==> src/rtl/lenet_pkg.sv <==
// Shared constants and types for the LeNet convolution layer blocks.
// Holds feature-map geometry, pixel width, kernel size and the tap-reader state type.
package lenet_pkg;

   localparam int DATA_W = 16;
   localparam int IMG_W  = 32;
   localparam int IMG_H  = 32;
   localparam int K      = 5;

   typedef enum logic {
      FILL   = 1'b0,
      STREAM = 1'b1
   } tap_state_t;

endpackage

==> src/rtl/line_fifo.sv <==
// Single-row shift buffer: DEPTH words of DATA_W, shifting on shift_en.
// Ports: clk, shift_en, din (newest word), dout (oldest word, DEPTH shifts old).
module line_fifo #(
   parameter int DATA_W = lenet_pkg::DATA_W,
   parameter int DEPTH  = lenet_pkg::IMG_W
) (
   input  logic              clk,
   input  logic              shift_en,
   input  logic [DATA_W-1:0] din,
   output logic [DATA_W-1:0] dout
);

   // No reset: contents are always refilled before they are exposed.
   logic [DATA_W-1:0] mem [DEPTH];

   always_ff @(posedge clk) begin
      if (shift_en) begin
         mem[0] <= din;
         for (int i = 1; i < DEPTH; i++) begin
            mem[i] <= mem[i-1];
         end
      end
   end

   assign dout = mem[DEPTH-1];

endmodule

==> src/rtl/line_tap_reader.sv <==
// Buffers K-1 rows of a raster pixel stream and emits a K-tap vertical column per pixel.
// Ports: clk, reset, din_valid, din -> col_out, col_valid, col_x, row_last, frame_done.
module line_tap_reader #(
   parameter int DATA_W = lenet_pkg::DATA_W,
   parameter int IMG_W  = lenet_pkg::IMG_W,
   parameter int IMG_H  = lenet_pkg::IMG_H,
   parameter int K      = lenet_pkg::K
) (
   input  logic                       clk,
   input  logic                       reset,
   input  logic                       din_valid,
   input  logic signed [DATA_W-1:0]   din,
   output logic [K*DATA_W-1:0]        col_out,
   output logic                       col_valid,
   output logic [$clog2(IMG_W)-1:0]   col_x,
   output logic                       row_last,
   output logic                       frame_done
);

   import lenet_pkg::*;

   localparam int XW = $clog2(IMG_W);
   localparam int YW = $clog2(IMG_H);
   localparam int NB = K - 1;

   localparam logic [XW-1:0] X_LAST = XW'(IMG_W - 1);
   localparam logic [YW-1:0] Y_LAST = YW'(IMG_H - 1);
   localparam logic [YW-1:0] Y_FILL = YW'(K - 2);

   logic [XW-1:0] x;
   logic [YW-1:0] y;
   tap_state_t    state;

   logic [DATA_W-1:0] chain_d [NB];
   logic [DATA_W-1:0] line_q  [NB];
   logic [K*DATA_W-1:0] taps;

   logic x_end;
   logic f_end;
   logic strm;

   // Buffer g outputs row y-1-g; each feeds the next buffer in the cascade.
   for (genvar g = 0; g < NB; g++) begin : g_line
      if (g == 0) begin : g_head
         assign chain_d[g] = din;
      end else begin : g_body
         assign chain_d[g] = line_q[g-1];
      end
      line_fifo #(
         .DATA_W (DATA_W),
         .DEPTH  (IMG_W)
      ) u_fifo (
         .clk      (clk),
         .shift_en (din_valid),
         .din      (chain_d[g]),
         .dout     (line_q[g])
      );
   end

   // Tap 0 is the oldest row, i.e. the deepest buffer.
   always_comb begin
      taps = '0;
      taps[NB*DATA_W +: DATA_W] = din;
      for (int k = 0; k < NB; k++) begin
         taps[k*DATA_W +: DATA_W] = line_q[NB-1-k];
      end
   end

   assign x_end = (x == X_LAST);
   assign f_end = x_end && (y == Y_LAST);
   assign strm  = (state == STREAM);

   always_ff @(posedge clk) begin
      if (reset) begin
         x          <= '0;
         y          <= '0;
         state      <= FILL;
         col_out    <= '0;
         col_valid  <= 1'b0;
         col_x      <= '0;
         row_last   <= 1'b0;
         frame_done <= 1'b0;
      end else if (din_valid) begin
         col_out    <= taps;
         col_x      <= x;
         col_valid  <= strm;
         row_last   <= strm && x_end;
         frame_done <= strm && f_end;
         if (x_end) begin
            x <= '0;
            y <= f_end ? '0 : y + 1'b1;
         end else begin
            x <= x + 1'b1;
         end
         unique case (state)
            FILL: begin
               if (x_end && (y == Y_FILL)) begin
                  state <= STREAM;
               end
            end
            STREAM: begin
               if (f_end) begin
                  state <= FILL;
               end
            end
            default: state <= FILL;
         endcase
      end else begin
         col_valid  <= 1'b0;
         row_last   <= 1'b0;
         frame_done <= 1'b0;
      end
   end

endmodule

==> config.mk <==
export PLATFORM = sky130hd
export DESIGN_NAME = line_tap_reader
export DESIGN_NICKNAME = d
export VERILOG_FILES = /design/src/rtl/lenet_pkg.sv /design/src/rtl/line_fifo.sv /design/src/rtl/line_tap_reader.sv
export SDC_FILE = /design/constraint.sdc
export NUM_CORES = 1
export LEC_CHECK = 0
export ABC_AREA = 1
export CAP_MARGIN = 20
export CORE_AREA = 2 2 368 370
export DETAILED_ROUTE_END_ITERATION = 8
export DIE_AREA = 0 0 370 372
export SETUP_SLACK_MARGIN = 0.05
export SKIP_CTS_REPAIR_TIMING = 1
export SYNTH_ARGS = -nofsm -noshare
export SYNTH_HDL_FRONTEND = slang
export SYNTH_SLANG_ARGS = --single-unit
==> constraint.sdc <==
create_clock -name clk -period 1.7 [get_ports clk]
set_clock_uncertainty 0.1 [all_clocks]
set_input_delay 0.17 -clock clk [delete_from_list [all_inputs] [get_ports clk]]
set_output_delay 0.17 -clock clk [all_outputs]
set_load 0.01 [all_outputs]
==> reports/results.ini, run 1 <==
[outcome]
status=complete, no violations

[worst_setup_path]
required_ns=2.34
critPathMaxFanout=4
reg2reg_from=x[1]
crit_start=x[1]
rr_worst_depth=9
path_depth=9
rrSetupSlack_ns=0.11
cp_cell_sequence=ha_4, inv_2, nor2_4, ha_2, buf_4, nand3_1, nand2_1, buf_4, nor3_2
path_common_cell=buf_4
cp_num_buf_inv=3
endpoint_kind=flip-flop
critPathSlowestCell=dfxtp_2
path_delay_family=buffers and inverters
start_kind=flip-flop
critical_path_class=flip-flop to flip-flop
max_stage_delay_ns=0.34
rr_endpoint=y[0]
worstPathArrival_ns=2.23

[synthesis]
synth_warnings=0
synthCells=2499
ys_seq_elements=2147
synth_ff_type=edfxtp_1
synth_fp_nets=2523
synthArstFlopShare=0
yosysUniqueCellTypes=23
syn_area_per_cell_um2=26.0
netlist_top_cells_count=edfxtp_1 (2,048), nor2_1 (186), dfxtp_1 (99)
syn_area_um2=65000
yosys.area.top_type=edfxtp_1
netlist.area_leader.share=0.946
synth.area.top_cells=edfxtp_1 (95%), dfxtp_1 (3.0%), nor2_1 (1.1%), o21ai_0 (0.62%), ha_1 (0.096%)
synth-edff-count=2048
ys_seq_area_frac=0.976
synth.most_common_cell=edfxtp_1

[worst_hold_path]
min_to=g_line[3].u_fifo.mem[15][1]
hp-class=flip-flop to flip-flop
hp-start=g_line[3].u_fifo.mem[14][1]
holdPathStages=0

[power_and_ir_drop]
internal-power_uw=85700
switching_power_uw=20700
p_leak_uw=0.0262
swShare=0.195
pwr-share-clk=0.398
combPwrFrac=0.018
seqPwrFrac=0.584
vdd_drop_max_mv=0.925
powerDensity_nw_per_um2=1400

[run]
drv_cap=0

[die]
std_cell_rows=135
core_region_area_um2=134000
dieHeight_um=372
die-width_um=370
ios=107
start_util=0.484
die_area_um2=138000

[clock_tree]
cts_root_buf=clkbuf_16
numCtsBuffers=199
cts.reportedPaths.clkPinSlew_ns=0.06
clock_path_buffers=3
cts_tree=done
cts.sinks=2147
htreeDepth=4
clk_latency_ns=0.81

[drt]
dr.pass1.iters=5
vias=23200
drt-total-wl_um=81500
wl_per_cell_um=16.8
drt_iter0_drc=1943
drc=0
routed_via_density=4.77
ant_nets=0

[timing]
post-route-period-util=0.935
fmax_mhz=629
drv_slew=0
grt_setup_unrepaired=false
setup_viol=0
hold_violations=0
layout_min_cycle_time_ns=1.59
slew_headroom=0.676
max_slew.worst_pin.slew_ns=0.486

[finish]
final_area_um2=76100
final_nets=2929
final-instance-count-excl-fill=4859
drive_gt1_frac=0.162
n_antenna_cell=0
synthToLayoutAreaGrowth_pct=17.0

[placement]
placed_cell_area_um2=69700
place.gp.congestion=0.741
dp_cells=4464
dp_hpwl_um=39700
io_buffers=106

[grt]
grt_max_degree=102
grt_antenna_before_repair=1
grt.overflow.total=0
grt_pass1_wl_um=129000
grt_usage=0.118
grt_pass1_vias=23200

worst max-delay path by stage:
stage / endpoint / slack (ns)
CTS: col_out[29] / -0.52
detailed placement: y[2] / -0.05
global route: col_out[67] / 0.04
global placement: y[2] / 0.02
floorplan: y[3] / 0.17
finish: y[0] / 0.11
metrics by stage:
step                 util  setup WS, ns  hold slack, ns  TNS (ns)  total power [uW]
floorplan               -         0.166           0.139         0             63100
global placement    0.519        0.0244           0.300         0             65100
detailed placement  0.519       -0.0519           0.305    -0.145             65200
CTS                 0.566        -0.517          -0.355    -31.48            108000
global route        0.567        0.0413           0.299         0            111000
finish              0.567         0.110           0.296         0            106000
area by class of cell:
type / count / area (um^2)
Clock buffer: 271 / 5400
Clock inverter: 103 / 945
Fill cell: 9687 / 58200
Inverter: 10 / 41.3
Multi-Input combinational cell: 314 / 1420
Sequential cell: 2147 / 63500
Tap cell: 1781 / 2230
Timing Repair Buffer: 233 / 2520
logic make-up (layout without fill, tap and decap cells):
family,count (synthesis),after routing,synth area share
compound gates,93,93,0.00719
buf+inv,38,617,0.00287
flops,2147,2147,0.976
simple gates,216,216,0.0130
fa+ha+maj,5,5,0.000962
registers in the layout (all words and copies together) (netlist names):
register / flops
state: 1
y: 5
frame_done: 1
col_x: 5
col_out: 80
col_valid: 1
g_line.u_fifo.mem: 2048
row_last: 1
x: 5
power groups by stage:
stage / clock network [uW] / logic [uW] / registers (uW)
after floorplan: 0 / 240 / 62900
after global placement: 0 / 1980 / 63100
after detailed placement: 0 / 2070 / 63200
after CTS: 43900 / 2060 / 62200
after global routing: 46000 / 2170 / 62400
final: 42300 / 1960 / 62100
metal layers:
layer  routed length, um  vias to the layer above  GRT usage
met5                   0                        -          0
met4                2190                        0     0.0480
met3                3990                      183     0.0332
met2               35600                      434      0.165
met1               39700                    11900      0.177
li1                    -                    10700          -
cell usage in the layout (no fill, tap or decap), types with 2 or more instances in the layout:
master,count
nor3_1,3
dfxtp_1,71
clkinv_2,36
buf_2,8
clkbuf_8,13
inv_1,5
o21ai_1,6
inv_6,2
buf_4,63
bufinv_16,9
clkinvlp_4,4
inv_16,6
ha_1,3
dfxtp_4,3
dlymetal6s2s_1,20
dfxtp_2,25
clkbuf_16,200
buf_6,4
buf_12,55
clkbuf_2,47
clkdlybuf4s50_1,17
edfxtp_1,2048
dlygate4sd3_1,18
a21oi_1,6
clkinv_16,4
nand2_1,14
o21ai_0,80
nor2_1,184
clkbuf_1,58
clkinv_1,38
clkinv_8,3
inv_2,3
nand3_1,4
nor3_2,4
Power figures use the tool's default switching activity.
==> run 2: changes to the inputs <==
--- a/config.mk
+++ b/config.mk
@@ -10,8 +10,8 @@
 export CORE_AREA = 2 2 368 370
 export DETAILED_ROUTE_END_ITERATION = 8
 export DIE_AREA = 0 0 370 372
-export SETUP_SLACK_MARGIN = 0.05
 export SKIP_CTS_REPAIR_TIMING = 1
+export SLEW_MARGIN = 20
 export SYNTH_ARGS = -nofsm -noshare
 export SYNTH_HDL_FRONTEND = slang
 export SYNTH_SLANG_ARGS = --single-unit
==> reports/results.ini, run 2 (same netlist as run 1, synthesis figures left out) <==
[timing]
layout_min_cycle_time_ns=1.63
post-route-period-util=0.961
max_slew.worst_pin.slew_ns=0.482
setup_viol=0
drv_slew=0
hold_violations=0
slew_headroom=0.678
fmax_mhz=612

[power_and_ir_drop]
powerDensity_nw_per_um2=1390
p_leak_uw=0.0268
power_uw=106000
vdd_drop_max_mv=0.926

[grt]
grt_pass1_vias=23200
grt_antenna_before_repair=2
grt_pass1_wl_um=129000
grt.overflow.total=0
grt_usage=0.118
grt_max_degree=102

[run]
drv_cap=0

[clock_tree]
cts.sinks=2147
cts.reportedPaths.clkPinSlew_ns=0.06
htreeDepth=4
numCtsBuffers=199
cts_root_buf=clkbuf_16
clock_path_buffers=3
cts_tree=done
clk_latency_ns=0.81

[placement]
place.gp.congestion=0.741
io_buffers=106
dp_cells=4464
dp_hpwl_um=39700

[finish]
final-instance-count-excl-fill=4857
drive_gt1_frac=0.137
reg.largest.list=g_line.u_fifo.mem (2048), col_out (80)
num-fill-cells=9652
synthToLayoutAreaGrowth_pct=17.3
layout_commonest_cell=edfxtp_1
final_nets=2927
n_antenna_cell=0
largest_register_ffs=2048
final_cell_mix=edfxtp_1 (2,048), clkbuf_16 (200), nor2_1 (185)
top_register=g_line.u_fifo.mem

[die]
start_util=0.484
dieHeight_um=372
core_region_area_um2=134000
ios=107
die_area_um2=138000
std_cell_rows=135
die-width_um=370

[worst_setup_path]
critical_path_class=flip-flop to flip-flop
endpoint_kind=flip-flop
start_kind=flip-flop
rrSetupSlack_ns=0.07
worstPathArrival_ns=2.27
required_ns=2.33
critPathMaxFanout=4
rr_worst_depth=9
rr_endpoint=y[0]
reg2reg_from=x[0]

[drt]
routed_via_density=4.75
ant_nets=0
dr.pass1.iters=5
drt_iter0_drc=1970
drc=0
drt-total-wl_um=81300
vias=23100
wl_per_cell_um=16.7

[worst_hold_path]
hp-start=g_line[3].u_fifo.mem[14][1]
holdPathStages=0
hp-class=flip-flop to flip-flop
min_to=g_line[3].u_fifo.mem[15][1]

[outcome]
status=complete, no violations

-- run 2: cell types whose count changed in the layout (fill, tap and decap cells not counted), moves of 2 or more --
| cell | previous run | this run |
|---|---|---|
| nor3_2 | 4 | 2 |
| dfxtp_2 | 25 | 5 |
| buf_4 | 63 | 52 |
| dlymetal6s2s_1 | 20 | 68 |
| buf_2 | 8 | 1 |
| clkbuf_2 | 47 | 19 |
| dfxtp_4 | 3 | 0 |
| buf_6 | 4 | 0 |
| dfxtp_1 | 71 | 94 |
| nor3_1 | 3 | 5 |
-- run 2: stage by stage --
stage | utilization | worst slack [ns] | area, um^2 | setup TNS (ns) | hold WS [ns]
floorplan | - | 0.166 | 65000 | 0 | 0.139
global placement | 0.519 | 0.0244 | 69700 | 0 | 0.300
detailed placement | 0.519 | -0.0519 | 69700 | -0.145 | 0.305
CTS | 0.566 | -0.517 | 76000 | -31.48 | -0.355
global route | 0.568 | -0.00896 | 76300 | -0.0167 | 0.299
finish | 0.568 | 0.0657 | 76300 | 0 | 0.296
-- run 2: report_power, final --
part / internal [uW] / total [uW] / switching [uW] / leakage (uW)
Combinational: 643 / 1990 / 1350 / 0.00288
Sequential: 61200 / 62100 / 859 / 0.0209
Clock: 23800 / 42300 / 18500 / 0.00310
Total: 85700 / 106000 / 20700 / 0.0268
-- run 2: worst max-delay path: stages (launching register included) --
cell,delay [ns]
dfxtp_1,0.32
ha_2,0.19
inv_2,0.08
nor2_4,0.04
ha_2,0.19
buf_4,0.15
nand3_1,0.07
nand2_1,0.07
buf_4,0.16
nor3_1,0.18
-- run 2: how the worst max path moves through the flow --
stage                startpoint          end  slack, ns  depth (start not counted)
finish                     x[0]         y[0]       0.07                          9
global route               x[0]         y[1]     -0.009                          9
CTS                 col_out[29]  col_out[29]      -0.52                          1
detailed placement         x[0]         y[2]      -0.05                         10
global placement           x[0]         y[2]       0.02                         10
floorplan                  x[1]         y[3]       0.17                          9
-- run 2: cell type report --
| cell class | count | area (um^2) | share of cell area |
|---|---|---|---|
| timing repair buffer | 231 | 2820 | 0.0370 |
| clock inverter | 103 | 945 | 0.0124 |
| clock buffer | 271 | 5400 | 0.0708 |
| multi-input combinational | 314 | 1390 | 0.0182 |
| sequential | 2147 | 63500 | 0.832 |
| tap | 1781 | 2230 | 0.0292 |
| inverter | 10 | 41.3 | 0.000541 |
-- run 2: metal layers --
layer,global-route usage,part of all wire
met3,0.0332,0.048
met5,0,0
met4,0.0480,0.027
met1,0.177,0.49
met2,0.165,0.44
==> run 3: changes to the inputs <==
--- a/config.mk
+++ b/config.mk
@@ -8,6 +8,7 @@
 export ABC_AREA = 1
 export CAP_MARGIN = 20
 export CORE_AREA = 2 2 368 370
+export CTS_BUF_LIST = sky130_fd_sc_hd__clkbuf_8
 export DETAILED_ROUTE_END_ITERATION = 8
 export DIE_AREA = 0 0 370 372
 export SKIP_CTS_REPAIR_TIMING = 1
==> constraint.sdc (replaced) <==
create_clock -name clk -period 2.1 [get_ports clk]
set_clock_uncertainty 0.1 [all_clocks]
set_input_delay 0.21 -clock clk [delete_from_list [all_inputs] [get_ports clk]]
set_output_delay 0.21 -clock clk [all_outputs]
set_load 0.01 [all_outputs]
==> reports/results.ini, run 3 (same netlist as run 1, synthesis figures left out) <==
[worst_setup_path]
path_delay_family=flip-flops
critPathMaxFanout=2
cp_num_buf_inv=1
rr_worst_depth=9
reg2reg_from=x[0]
cp_cell_sequence=dlymetal6s2s_1
critical_path_class=flip-flop to primary output
max_stage_delay_ns=0.34
start_kind=flip-flop
crit_start=col_out[38]
required_ns=1.79
critPathSlowestCell=dfxtp_1
endpoint_kind=primary output
path_depth=1
worstPathArrival_ns=1.57

[placement]
dp_slack_ns=0.321
io_buffers=106
place.gp.congestion=0.733
dp_hpwl_um=39900

[timing]
fmax_mhz=531
slew_headroom=0.609
max_slew.worst_pin.slew_ns=0.586
drv_slew=0
hold_violations=0
setup_viol=0
post-route-period-util=0.897
layout_setup_ws_ns=0.215
grt_setup_unrepaired=false
layout_min_cycle_time_ns=1.88

[worst_hold_path]
hp-start=din_valid
hp-class=primary input to flip-flop
holdPathStages=2

[power_and_ir_drop]
vdd_drop_max_mv=0.529
p_leak_uw=0.0275
power_uw=83100
powerDensity_nw_per_um2=1090

[die]
die_area_um2=138000
core_region_area_um2=134000
start_util=0.484
die-width_um=370
std_cell_rows=135
dieHeight_um=372
ios=107

[grt]
grt_usage=0.123
grt_pass1_wl_um=134000
grt_max_degree=117
grt_pass1_vias=24700
grt.overflow.total=0
grt_antenna_before_repair=7

[drt]
drt-total-wl_um=84100
drc=0
ant_nets=0
vias=23900
wl_met2_um=37600
dr.pass1.iters=6
topRoutingLayerUsed=met4
routed_via_density=4.73
m1WireLength_um=40300
wl_per_cell_um=16.6
met3WireLength_um=3970
drt_iter0_drc=1944

[run]
drv_cap=0

[finish]
layout_commonest_cell=edfxtp_1
top_register=g_line.u_fifo.mem
final_nets=3052
final_cell_mix=edfxtp_1 (2,048), clkbuf_8 (367), nor2_1 (186)
num-fill-cells=9778
drive_gt1_frac=0.153
reg.largest.list=g_line.u_fifo.mem (2048), col_out (80)
largest_register_ffs=2048
synthToLayoutAreaGrowth_pct=16.8

[clock_tree]
cts_root_buf=clkbuf_8
clock_path_buffers=4
cts_tree=done
numCtsBuffers=335
htreeDepth=5
cts.sinks=2147
clk_latency_ns=0.96
cts.reportedPaths.clkPinSlew_ns=0.06

[outcome]
status=complete, no violations

[run 3: final cells by class]
cell class                      count  area, um^2  share of cell area
Antenna cell                        2        5.00           0.0000659
Clock buffer                      367        5050              0.0665
Inverter                           10        41.3            0.000544
Clock inverter                    219         991              0.0130
Tap cell                         1781        2230              0.0293
Multi-Input combinational cell    314        1380              0.0181
Sequential cell                  2147       63500               0.836
Timing Repair Buffer              220        2780              0.0365
[run 3: report_power, final]
group / internal [uW] / switching (uW)
clock network: 16600 / 14700
registers: 49600 / 709
logic: 507 / 1090
[run 3: path summary, 6_finish.rpt]
check | endpoint | slack (ns)
max | col_out[38] | 0.22
min | g_line[0].u_fifo.mem[1][224] | 0.21
max reg2reg | y[3] | 0.28
min reg2reg | g_line[2].u_fifo.mem[0][57] | 0.28
[run 3: routing by layer]
layer | up-vias | GRT usage
li1 | 11000 | -
met1 | 12100 | 0.179
met2 | 538 | 0.174
met3 | 205 | 0.0335
met4 | 0 | 0.0593
met5 | - | 0
[run 3: metrics by stage]
step / hold WS [ns] / util / setup TNS [ns] / instances / area [um^2]
final: 0.210 / 0.566 / 0 / 5060 / 76000
after global routing: 0.130 / 0.566 / 0 / 5060 / 76000
after CTS: -0.554 / 0.563 / -16.21 / 5040 / 75500
after detailed placement: 0.305 / 0.518 / 0 / 4454 / 69500
after global placement: 0.301 / 0.518 / 0 / 4454 / 69500
after floorplan: 0.179 / - / 0 / 2499 / 65000
